--- config.mk ---
export PLATFORM = sky130hd
export DESIGN_NAME = serial_cla_adder
export DESIGN_NICKNAME = d
export VERILOG_FILES = /design/src/rtl/serial_add_pkg.sv /design/src/rtl/cla4_slice.sv /design/src/rtl/serial_cla_adder.sv
export SDC_FILE = /design/constraint.sdc
export NUM_CORES = 1
export LEC_CHECK = 0
export ABC_AREA = 1
export CORE_ASPECT_RATIO = 2
export CORE_MARGIN = 10
export CORE_UTILIZATION = 25
export DETAILED_ROUTE_END_ITERATION = 7
export MAX_ROUTING_LAYER = met4
export PLACE_DENSITY = 0.47
export SLEW_MARGIN = 20
export SYNTH_ARGS = -nofsm -noshare
export SYNTH_HDL_FRONTEND = slang
export SYNTH_SLANG_ARGS = --single-unit
export TNS_END_PERCENT = 30
--- constraint.sdc ---
create_clock -name clk -period 5.3 [get_ports clk]
set_input_delay 0.53 -clock clk [delete_from_list [all_inputs] [get_ports clk]]
set_output_delay 0.53 -clock clk [all_outputs]
set_load 0.01 [all_outputs]
--- src/rtl/serial_add_pkg.sv ---
// Shared definitions for the slice-serial carry-lookahead adder.
// Slice width, FSM state type and index-width helper.
package serial_add_pkg;

    localparam int unsigned SLICE_W = 4;

    typedef enum logic [1:0] {IDLE, RUN, DONE} state_e;

    // Ceiling log2, never below 1 so a single-slice index still has a bit.
    function automatic int unsigned clog2(input int unsigned n);
        int unsigned w;
        w = 1;
        while ((64'd1 << w) < 64'(n)) w++;
        return w;
    endfunction

endpackage

--- src/rtl/cla4_slice.sv ---
// Purely combinational 4-bit carry-lookahead adder slice.
// All carries are flattened generate/propagate sums-of-products.
module cla4_slice (
    input  logic [3:0] a,
    input  logic [3:0] b,
    input  logic       cin,
    output logic [3:0] sum,
    output logic       cout
);

    logic [3:0] g;
    logic [3:0] p;
    logic [4:0] c;

    always_comb begin
        g    = a & b;
        p    = a ^ b;
        c[0] = cin;
        c[1] = g[0] | (p[0] & c[0]);
        c[2] = g[1] | (p[1] & g[0]) | (p[1] & p[0] & c[0]);
        c[3] = g[2] | (p[2] & g[1]) | (p[2] & p[1] & g[0]) | (p[2] & p[1] & p[0] & c[0]);
        c[4] = g[3] | (p[3] & g[2]) | (p[3] & p[2] & g[1]) | (p[3] & p[2] & p[1] & g[0])
             | (p[3] & p[2] & p[1] & p[0] & c[0]);
        sum  = p ^ c[3:0];
        cout = c[4];
    end

endmodule

--- src/rtl/serial_cla_adder.sv ---
// Multi-cycle WIDTH-bit adder: one 4-bit CLA slice per clock, LSB slice first,
// with the slice carry registered between cycles. Valid/ready on both sides.
module serial_cla_adder
    import serial_add_pkg::*;
#(
    parameter int unsigned WIDTH = 16
) (
    input  logic             clk,
    input  logic             rst_n,
    input  logic             in_valid,
    output logic             in_ready,
    input  logic [WIDTH-1:0] a,
    input  logic [WIDTH-1:0] b,
    input  logic             cin,
    output logic             out_valid,
    input  logic             out_ready,
    output logic [WIDTH-1:0] sum,
    output logic             cout,
    output logic             ovf
);

    localparam int unsigned NSLICE = WIDTH / SLICE_W;
    localparam int unsigned IDX_W  = clog2(NSLICE);
    localparam logic [IDX_W-1:0] LAST_IDX = IDX_W'(NSLICE - 1);

    if ((WIDTH % SLICE_W) != 0 || WIDTH < SLICE_W) begin : g_bad_width
        $error("serial_cla_adder: WIDTH must be a positive multiple of 4");
    end

    state_e             state_q, state_d;
    logic [WIDTH-1:0]   a_q, b_q;
    logic [WIDTH-1:0]   acc_q, acc_d;
    logic [WIDTH-1:0]   sum_q;
    logic               carry_q;
    logic               cout_q, ovf_q;
    logic [IDX_W-1:0]   idx_q;
    logic [SLICE_W-1:0] slice_sum;
    logic               slice_cout;

    cla4_slice u_slice (
        .a    (a_q[SLICE_W*idx_q +: SLICE_W]),
        .b    (b_q[SLICE_W*idx_q +: SLICE_W]),
        .cin  (carry_q),
        .sum  (slice_sum),
        .cout (slice_cout)
    );

    always_ff @(posedge clk or negedge rst_n) begin
        if (!rst_n) state_q <= IDLE;
        else        state_q <= state_d;
    end

    always_comb begin
        state_d = state_q;
        unique case (state_q)
            IDLE:    if (in_valid)          state_d = RUN;
            RUN:     if (idx_q == LAST_IDX) state_d = DONE;
            DONE:    if (out_ready)         state_d = IDLE;
            default:                        state_d = IDLE;
        endcase
    end

    always_comb begin
        in_ready  = (state_q == IDLE);
        out_valid = (state_q == DONE);
    end

    // Running sum with the current slice merged in; the final slice's value is the result.
    always_comb begin
        acc_d = acc_q;
        acc_d[SLICE_W*idx_q +: SLICE_W] = slice_sum;
    end

    always_ff @(posedge clk or negedge rst_n) begin
        if (!rst_n) begin
            a_q     <= '0;
            b_q     <= '0;
            acc_q   <= '0;
            sum_q   <= '0;
            carry_q <= 1'b0;
            cout_q  <= 1'b0;
            ovf_q   <= 1'b0;
            idx_q   <= '0;
        end else begin
            unique case (state_q)
                IDLE: begin
                    if (in_valid) begin
                        a_q     <= a;
                        b_q     <= b;
                        carry_q <= cin;
                        idx_q   <= '0;
                    end
                end
                RUN: begin
                    acc_q   <= acc_d;
                    carry_q <= slice_cout;
                    idx_q   <= idx_q + IDX_W'(1);
                    if (idx_q == LAST_IDX) begin
                        sum_q  <= acc_d;
                        cout_q <= slice_cout;
                        ovf_q  <= (a_q[WIDTH-1] == b_q[WIDTH-1]) &&
                                  (slice_sum[SLICE_W-1] != a_q[WIDTH-1]);
                    end
                end
                default: ;
            endcase
        end
    end

    assign sum  = sum_q;
    assign cout = cout_q;
    assign ovf  = ovf_q;

endmodule

==> flow_metrics.env, run 1 <==
export IMPL_status="finished clean"
export IMPL_nets=531
export IMPL_synth_area_mm2=0.00343
export IMPL_grt_pass1_vias=3136
export IMPL_pre_cts_ws_ps=2180
export IMPL_grt_overflow=0
export IMPL_reg2regPathDepth=11
export IMPL_viasPerCell=4.45
export IMPL_layout_drive_gt1_share_pct=6.16
export IMPL_die_w_um=103
export IMPL_place_gp_congestion=0.810
export IMPL_rsz0062_at_grt="false"
export IMPL_cts_max_path_buffers=2
export IMPL_grt_pass1_wl_mm=15.3
export IMPL_post_drt_wl_per_cell_um=14.6
export IMPL_drtAntennaViolNets=0
export IMPL_finClkSkew_ps=5.91
export IMPL_max_freq_mhz=319
export IMPL_hp_class="input pin to async pin"
export IMPL_crit_path_start_kind="flop"
export IMPL_drc=0
export IMPL_maxCapViolations=0
export IMPL_setup_viol=0
export IMPL_fin_setup_tns_ps=0
export IMPL_hold_slack_ps=389
export IMPL_hold_buffers=0
export IMPL_design_portCount=57
export IMPL_clkTransAtPathRegs_ps=60
export IMPL_cts_sinks=71
export IMPL_leakagePower_uw=0.00219
export IMPL_dr_first_iter_drc_count=112
export IMPL_drv_slew=0
export IMPL_relSlewSlack_pct=39.3
export IMPL_syn_nets=479
export IMPL_vdd_drop_max_uv=226
export IMPL_fin_area_mm2=0.00437
export IMPL_htree_levels=3
export IMPL_num_antenna_cells=0
export IMPL_yosys_register_bits=71
export IMPL_power_density_mw_per_mm2=667
export IMPL_period_needed_ps=3130
export IMPL_tritoncts="done"
export IMPL_antenna_found_initial=0
export IMPL_hpwl_mm=7.07
export IMPL_finalHoldViolCount=0
export IMPL_cts_buffers_inserted=9
export IMPL_post_cts_buffers=0
export IMPL_dieArea_mm2=0.0191
export IMPL_critical_path_class="flop to flop"
export IMPL_yosysWarnings=0
export IMPL_worst_path_max_fanout=26
export IMPL_post_route_util_pct=32.5
export IMPL_cp_end_kind="flop"
export IMPL_core_mm2=0.0134
export IMPL_num_rows=60
export IMPL_avgSynthCellArea_um2=7.98
export IMPL_worst_endpoint_required_ps=5580
export IMPL_grt_start_max_net_pins=72
export IMPL_setup_ws_ps=2170
export IMPL_grt_usage_pct=10.7
export IMPL_die_h_um=186
export IMPL_cts_root_buf="clkbuf_16"
export IMPL_ys_seq_area_share_pct=51.7
export IMPL_cts_resized=0
export IMPL_rrSetupSlack_ps=2170
export IMPL_routed_wl_mm=9.39
export IMPL_crit_reg2reg_launch="idx_q[0]$_DFFE_PN0P_"
export IMPL_syn2layout_area_growth_pct=27.2
export IMPL_initial_core_util_pct=25.5
export IMPL_critPathArrivalTime_ps=3410
export IMPL_tightest_slew_ps=911
export IMPL_insertion_delay_ps=340
export IMPL_dpl_cell_area_mm2=0.00409
export IMPL_vias=2860
export IMPL_r2r_end="sum[15]$_DFFE_PN0P_"
export IMPL_syn_inst=430
export IMPL_dr_pass1_iters=4
export IMPL_synth_cell_types=27
export IMPL_final_period_utilization_pct=59.1
export IMPL_io_buffer_count=56
==> cells in the mapped netlist <==
| cell | n | area share [%] |
|---|---|---|
| o21ai_2 | 2 | 0.51 |
| clkbuf_1 | 3 | 0.33 |
| nor2_1 | 19 | 2.1 |
| buf_6 | 2 | 0.66 |
| nand2_1 | 211 | 23 |
| dfrtp_1 | 71 | 52 |
| nand3_1 | 7 | 1.0 |
| inv_1 | 22 | 2.4 |
| o21ai_0 | 26 | 3.8 |
| a21o_1 | 1 | 0.22 |
| o32ai_1 | 1 | 0.26 |
| o22ai_1 | 15 | 2.7 |
| o31ai_1 | 2 | 0.44 |
| inv_4 | 2 | 0.36 |
| a21oi_1 | 3 | 0.44 |
| xnor2_1 | 1 | 0.26 |
| nor2_2 | 1 | 0.18 |
| fa_1 | 1 | 0.58 |
| nand4_1 | 5 | 0.91 |
| inv_2 | 2 | 0.22 |
| buf_4 | 4 | 0.87 |
| clkinv_1 | 2 | 0.22 |
| o21ai_1 | 3 | 0.44 |
| ha_1 | 11 | 4.0 |
| nand2_2 | 5 | 0.91 |
| nand2_4 | 1 | 0.33 |
| buf_2 | 7 | 1.0 |
==> per-stage QoR <==
stage,total power (uW),cells
detailed placement,2380,626
global route,3170,642
CTS,2960,642
finish,2910,642
floorplan,1910,430
global placement,2360,626
==> metal layers <==
layer | vias to the layer above | global-route usage [%] | wire length [um]
li1 | 1469 | - | -
met1 | 1333 | 9.86 | 3410
met2 | 43 | 20.0 | 5460
met3 | 15 | 2.08 | 212
met4 | 0 | 5.48 | 306
met5 | - | - | 0
==> worst max path at each step <==
stage / startpoint / endpoint / slack [ps] / depth (start not counted)
after CTS: idx_q[0]$_DFFE_PN0P_ / sum[15]$_DFFE_PN0P_ / 2160 / 11
after global routing: idx_q[0]$_DFFE_PN0P_ / sum[7]$_DFFE_PN0P_ / 1870 / 12
after floorplan: idx_q[0]$_DFFE_PN0P_ / acc_q[11]$_DFFE_PN0P_ / 3080 / 15
after detailed placement: idx_q[0]$_DFFE_PN0P_ / sum[15]$_DFFE_PN0P_ / 2180 / 11
final: idx_q[0]$_DFFE_PN0P_ / sum[15]$_DFFE_PN0P_ / 2170 / 11
after global placement: idx_q[0]$_DFFE_PN0P_ / sum[7]$_DFFE_PN0P_ / 2260 / 11
==> report_power, final <==
part	total [uW]	internal (uW)	switching, uW
Sequential	938	761	178
Combinational	1410	514	894
Clock	568	339	229
Total	2910	1610	1300
==> cell type report <==
cell class | count | area (um^2)
clock buffer | 12 | 256
clock inverter | 4 | 20.0
fill | 1440 | 9070
inverter | 28 | 110
multi-input combinational | 315 | 1450
sequential | 71 | 1780
tap | 155 | 194
timing repair buffer | 57 | 563
==> layout by cell type, fill, tap and decap left out <==
master	n
buf_4	1
o31ai_1	2
ha_1	11
buf_2	1
fa_1	1
inv_1	22
o21ai_2	2
o22ai_1	15
nand2_2	5
clkbuf_16	9
nand2_4	1
clkbuf_1	1
nor2_1	19
o21ai_0	26
inv_2	2
clkbuf_8	2
nor2_2	1
clkdlybuf4s50_1	55
clkinv_2	4
dfrtp_1	71
inv_4	2
nand3_1	7
nand2_1	211
a21oi_1	3
a21o_1	1
nand4_1	5
xnor2_1	1
clkinv_1	2
o32ai_1	1
o21ai_1	3
==> sequential cells by signal (all words and copies together), names as in the netlist <==
| signal | cells |
|---|---|
| a_q | 16 |
| acc_q | 16 |
| b_q | 16 |
| carry_q | 1 |
| cout | 1 |
| idx_q | 2 |
| ovf | 1 |
| state_q | 2 |
| sum | 16 |
==> cells by family after synthesis <==
logic type      count (synthesis)  synth area share, %
buf+inv                        44                 6.09
xor+xnor                        1                0.255
compound gates                 53                 8.82
flops                          71                 51.7
simple gates                  249                 28.5
fa+ha+maj                      12                 4.59
==> critical path: stages (launching register included) <==
cell and delay, ps:
dfrtp_1 840, inv_1 530, o21ai_0 280, o22ai_1 120
ha_1 340, a21oi_1 270, nand3_1 160, nand2_4 150
nand4_1 120, nand2_1 130, nand2_1 60, nand2_1 60
(Power assumes the default switching activity.)
==> run 2, diff against run 1 <==
--- a/config.mk
+++ b/config.mk
@@ -11,7 +11,7 @@
 export CORE_UTILIZATION = 25
 export DETAILED_ROUTE_END_ITERATION = 7
 export MAX_ROUTING_LAYER = met4
-export PLACE_DENSITY = 0.47
+export PLACE_DENSITY = 0.48
 export SLEW_MARGIN = 20
 export SYNTH_ARGS = -nofsm -noshare
 export SYNTH_HDL_FRONTEND = slang
==> constraint.sdc (replaced) <==
create_clock -name clk -period 2.6 [get_ports clk]
set_input_delay 0.26 -clock clk [delete_from_list [all_inputs] [get_ports clk]]
set_output_delay 0.26 -clock clk [all_outputs]
set_load 0.01 [all_outputs]
==> run 2 against run 1 <==
Largest cell class unchanged; sequential power increased by 96%; global-route usage up 0.13 points; routed wire length rose by 0.76%; clock power grew to 2.5 times the previous value; total power rose by 120%; highest routed layer unchanged; setup slack got worse by 1900 ps; maximum frequency rose by 34%; combinational power increased by 120%; critical endpoint is now sum[11]$_DFFE_PN0P_; die area is the same.
==> flow_metrics.env, run 2 (synthesized netlist as in run 1, its figures left out) <==
export IMPL_reg2regPathDepth=13
export IMPL_setup_ws_ps=266
export IMPL_io_buffer_count=56
export IMPL_pre_cts_ws_ps=237
export IMPL_grt_pass1_wl_mm=15.6
export IMPL_r2r_end="sum[11]$_DFFE_PN0P_"
export IMPL_tightest_slew_ps=536
export IMPL_final_period_utilization_pct=89.8
export IMPL_place_gp_congestion=0.827
export IMPL_hpwl_mm=7.33
export IMPL_leakagePower_uw=0.00225
export IMPL_cts_buffers_inserted=9
export IMPL_finalHoldViolCount=0
export IMPL_cts_sinks=71
export IMPL_core_mm2=0.0134
export IMPL_grt_usage_pct=10.8
export IMPL_finClkSkew_ps=6.28
export IMPL_rsz0062_at_grt="false"
export IMPL_status="finished clean"
export IMPL_layout_drive_gt1_share_pct=7.89
export IMPL_critPathArrivalTime_ps=2620
export IMPL_die_h_um=186
export IMPL_drc=0
export IMPL_insertion_delay_ps=340
export IMPL_crit_top_cell="nand2_1"
export IMPL_antenna_found_initial=0
export IMPL_fin_setup_tns_ps=0
export IMPL_grt_overflow=0
export IMPL_path_cells="buf_4 -> o21ai_0 -> o22ai_1 -> ha_1 -> nand2_1 -> nand2_1 -> nand2_1 -> nand3_1 -> nand2_4 -> nand2_2 -> o21ai_2 -> nand2_1 -> nand2_1"
export IMPL_vdd_drop_max_uv=519
export IMPL_dr_pass1_iters=4
export IMPL_num_antenna_cells=0
export IMPL_drtAntennaViolNets=0
export IMPL_grt_pass1_vias=3149
export IMPL_critPathMaxStageDelay_ps=380
export IMPL_maxCapViolations=0
export IMPL_layout_commonest_cell="nand2_1"
export IMPL_design_portCount=57
export IMPL_vias=2936
export IMPL_critPathSlowestCell="dfrtp_1"
export IMPL_critical_path_class="flop to flop"
export IMPL_tritoncts="done"
export IMPL_crit_reg2reg_launch="idx_q[0]$_DFFE_PN0P_"
export IMPL_routed_wl_mm=9.46
export IMPL_num_rows=60
export IMPL_drv_slew=0
export IMPL_worst_endpoint_required_ps=2880
export IMPL_hold_slack_ps=437
export IMPL_initial_core_util_pct=25.5
export IMPL_post_drt_wl_per_cell_um=14.6
export IMPL_clkTransAtPathRegs_ps=60
export IMPL_cts_max_path_buffers=2
export IMPL_cts_root_buf="clkbuf_16"
export IMPL_viasPerCell=4.52
export IMPL_grt_start_max_net_pins=36
export IMPL_dieArea_mm2=0.0191
export IMPL_cp_end_kind="flop"
export IMPL_nets=538
export IMPL_relSlewSlack_pct=64.2
export IMPL_rrSetupSlack_ps=270
export IMPL_period_needed_ps=2330
export IMPL_die_w_um=103
export IMPL_crit_path_start_kind="flop"
export IMPL_syn2layout_area_growth_pct=31.4
export IMPL_htree_levels=3
export IMPL_num_fill_cells=1444
export IMPL_dr_first_iter_drc_count=91
export IMPL_post_cts_buffers=0
export IMPL_hp_class="input pin to async pin"
export IMPL_power_density_mw_per_mm2=1410
export IMPL_final_cell_mix="nand2_1 (211), dfrtp_1 (71), clkdlybuf4s50_1 (55), o21ai_0 (26), inv_1 (21)"
export IMPL_worst_path_max_fanout=25
export IMPL_max_freq_mhz=428
export IMPL_setup_viol=0
==> run 2: changes by cell type in the layout (fill, tap and decap cells not counted), moves of 3 or more <==
cell and delta:
buf_4 +6, bufinv_16 +3, clkinv_2 -4, clkinvlp_4 +3
==> run 2: worst max-delay path by stage <==
stage | depth (start not counted) | start | endpoint
3_5_place_dp | 10 | idx_q[0]$_DFFE_PN0P_ | acc_q[5]$_DFFE_PN0P_
5_1_grt | 10 | idx_q[0]$_DFFE_PN0P_ | acc_q[5]$_DFFE_PN0P_
4_1_cts | 10 | idx_q[0]$_DFFE_PN0P_ | acc_q[5]$_DFFE_PN0P_
3_3_place_gp | 10 | idx_q[0]$_DFFE_PN0P_ | acc_q[5]$_DFFE_PN0P_
2_1_floorplan | 15 | idx_q[0]$_DFFE_PN0P_ | acc_q[11]$_DFFE_PN0P_
6_report | 13 | idx_q[0]$_DFFE_PN0P_ | sum[11]$_DFFE_PN0P_
==> run 2: layout make-up <==
| type | count | area (um^2) | share of cell area, % |
|---|---|---|---|
| Clock buffer | 11 | 243 | 5.38 |
| Clock inverter | 5 | 105 | 2.33 |
| Inverter | 28 | 114 | 2.52 |
| Multi-Input combinational cell | 315 | 1460 | 32.4 |
| Sequential cell | 71 | 1780 | 39.4 |
| Tap cell | 155 | 194 | 4.30 |
| Timing Repair Buffer | 64 | 618 | 13.7 |
==> run 2: report_power, final <==
part / internal, uW / switching [uW] / leakage, uW / total, uW
clock network: 963 / 467 / 0.000162 / 1430
registers: 1550 / 285 / 0.000925 / 1840
logic: 1130 / 1940 / 0.00116 / 3080
total: 3650 / 2700 / 0.00225 / 6340
==> run 2: repair_timing <==
item,CTS,global route
resized for setup,0,3
endpoints found under the setup margin,0,3
hold endpoints to repair,22,0
hold buffers,1,0
==> run 2: stage by stage <==
stage                     instance area [um^2]  total power [uW]  instances  utilization, %
after detailed placement                  4140              4920        632            30.8
after global placement                    4140              4850        632            30.8
after global routing                      4510              6910        649            33.6
final                                     4510              6340        649            33.6
after floorplan                           3430              3890        430               -
after CTS                                 4490              6380        649            33.4
==> run 2: per-layer routing <==
layer / share of wire [%] / global-route usage [%] / routed length, um
met2: 58 / 19.8 / 5500
met3: 3.0 / 2.12 / 285
met5: 0 / - / 0
met1: 36 / 10.4 / 3400
met4: 3.0 / 5.54 / 284
==> run 2: worst max-delay path, delay by kind of cell (launching register included) <==
family,cells,cell delay (ps)
adders and majority gates,1,320
and+or+nand+nor,8,640
DFF,1,380
buffers and inverters,1,290
AOI/OAI and AO/OA,3,640
==> run 3, diff against run 2 <==
--- a/config.mk
+++ b/config.mk
@@ -12,6 +12,7 @@
 export DETAILED_ROUTE_END_ITERATION = 7
 export MAX_ROUTING_LAYER = met4
 export PLACE_DENSITY = 0.48
+export SETUP_SLACK_MARGIN = 0.05
 export SLEW_MARGIN = 20
 export SYNTH_ARGS = -nofsm -noshare
 export SYNTH_HDL_FRONTEND = slang
==> results of run 3 <==
Same layout as run 2 (identical final DEF). Status: finished clean.
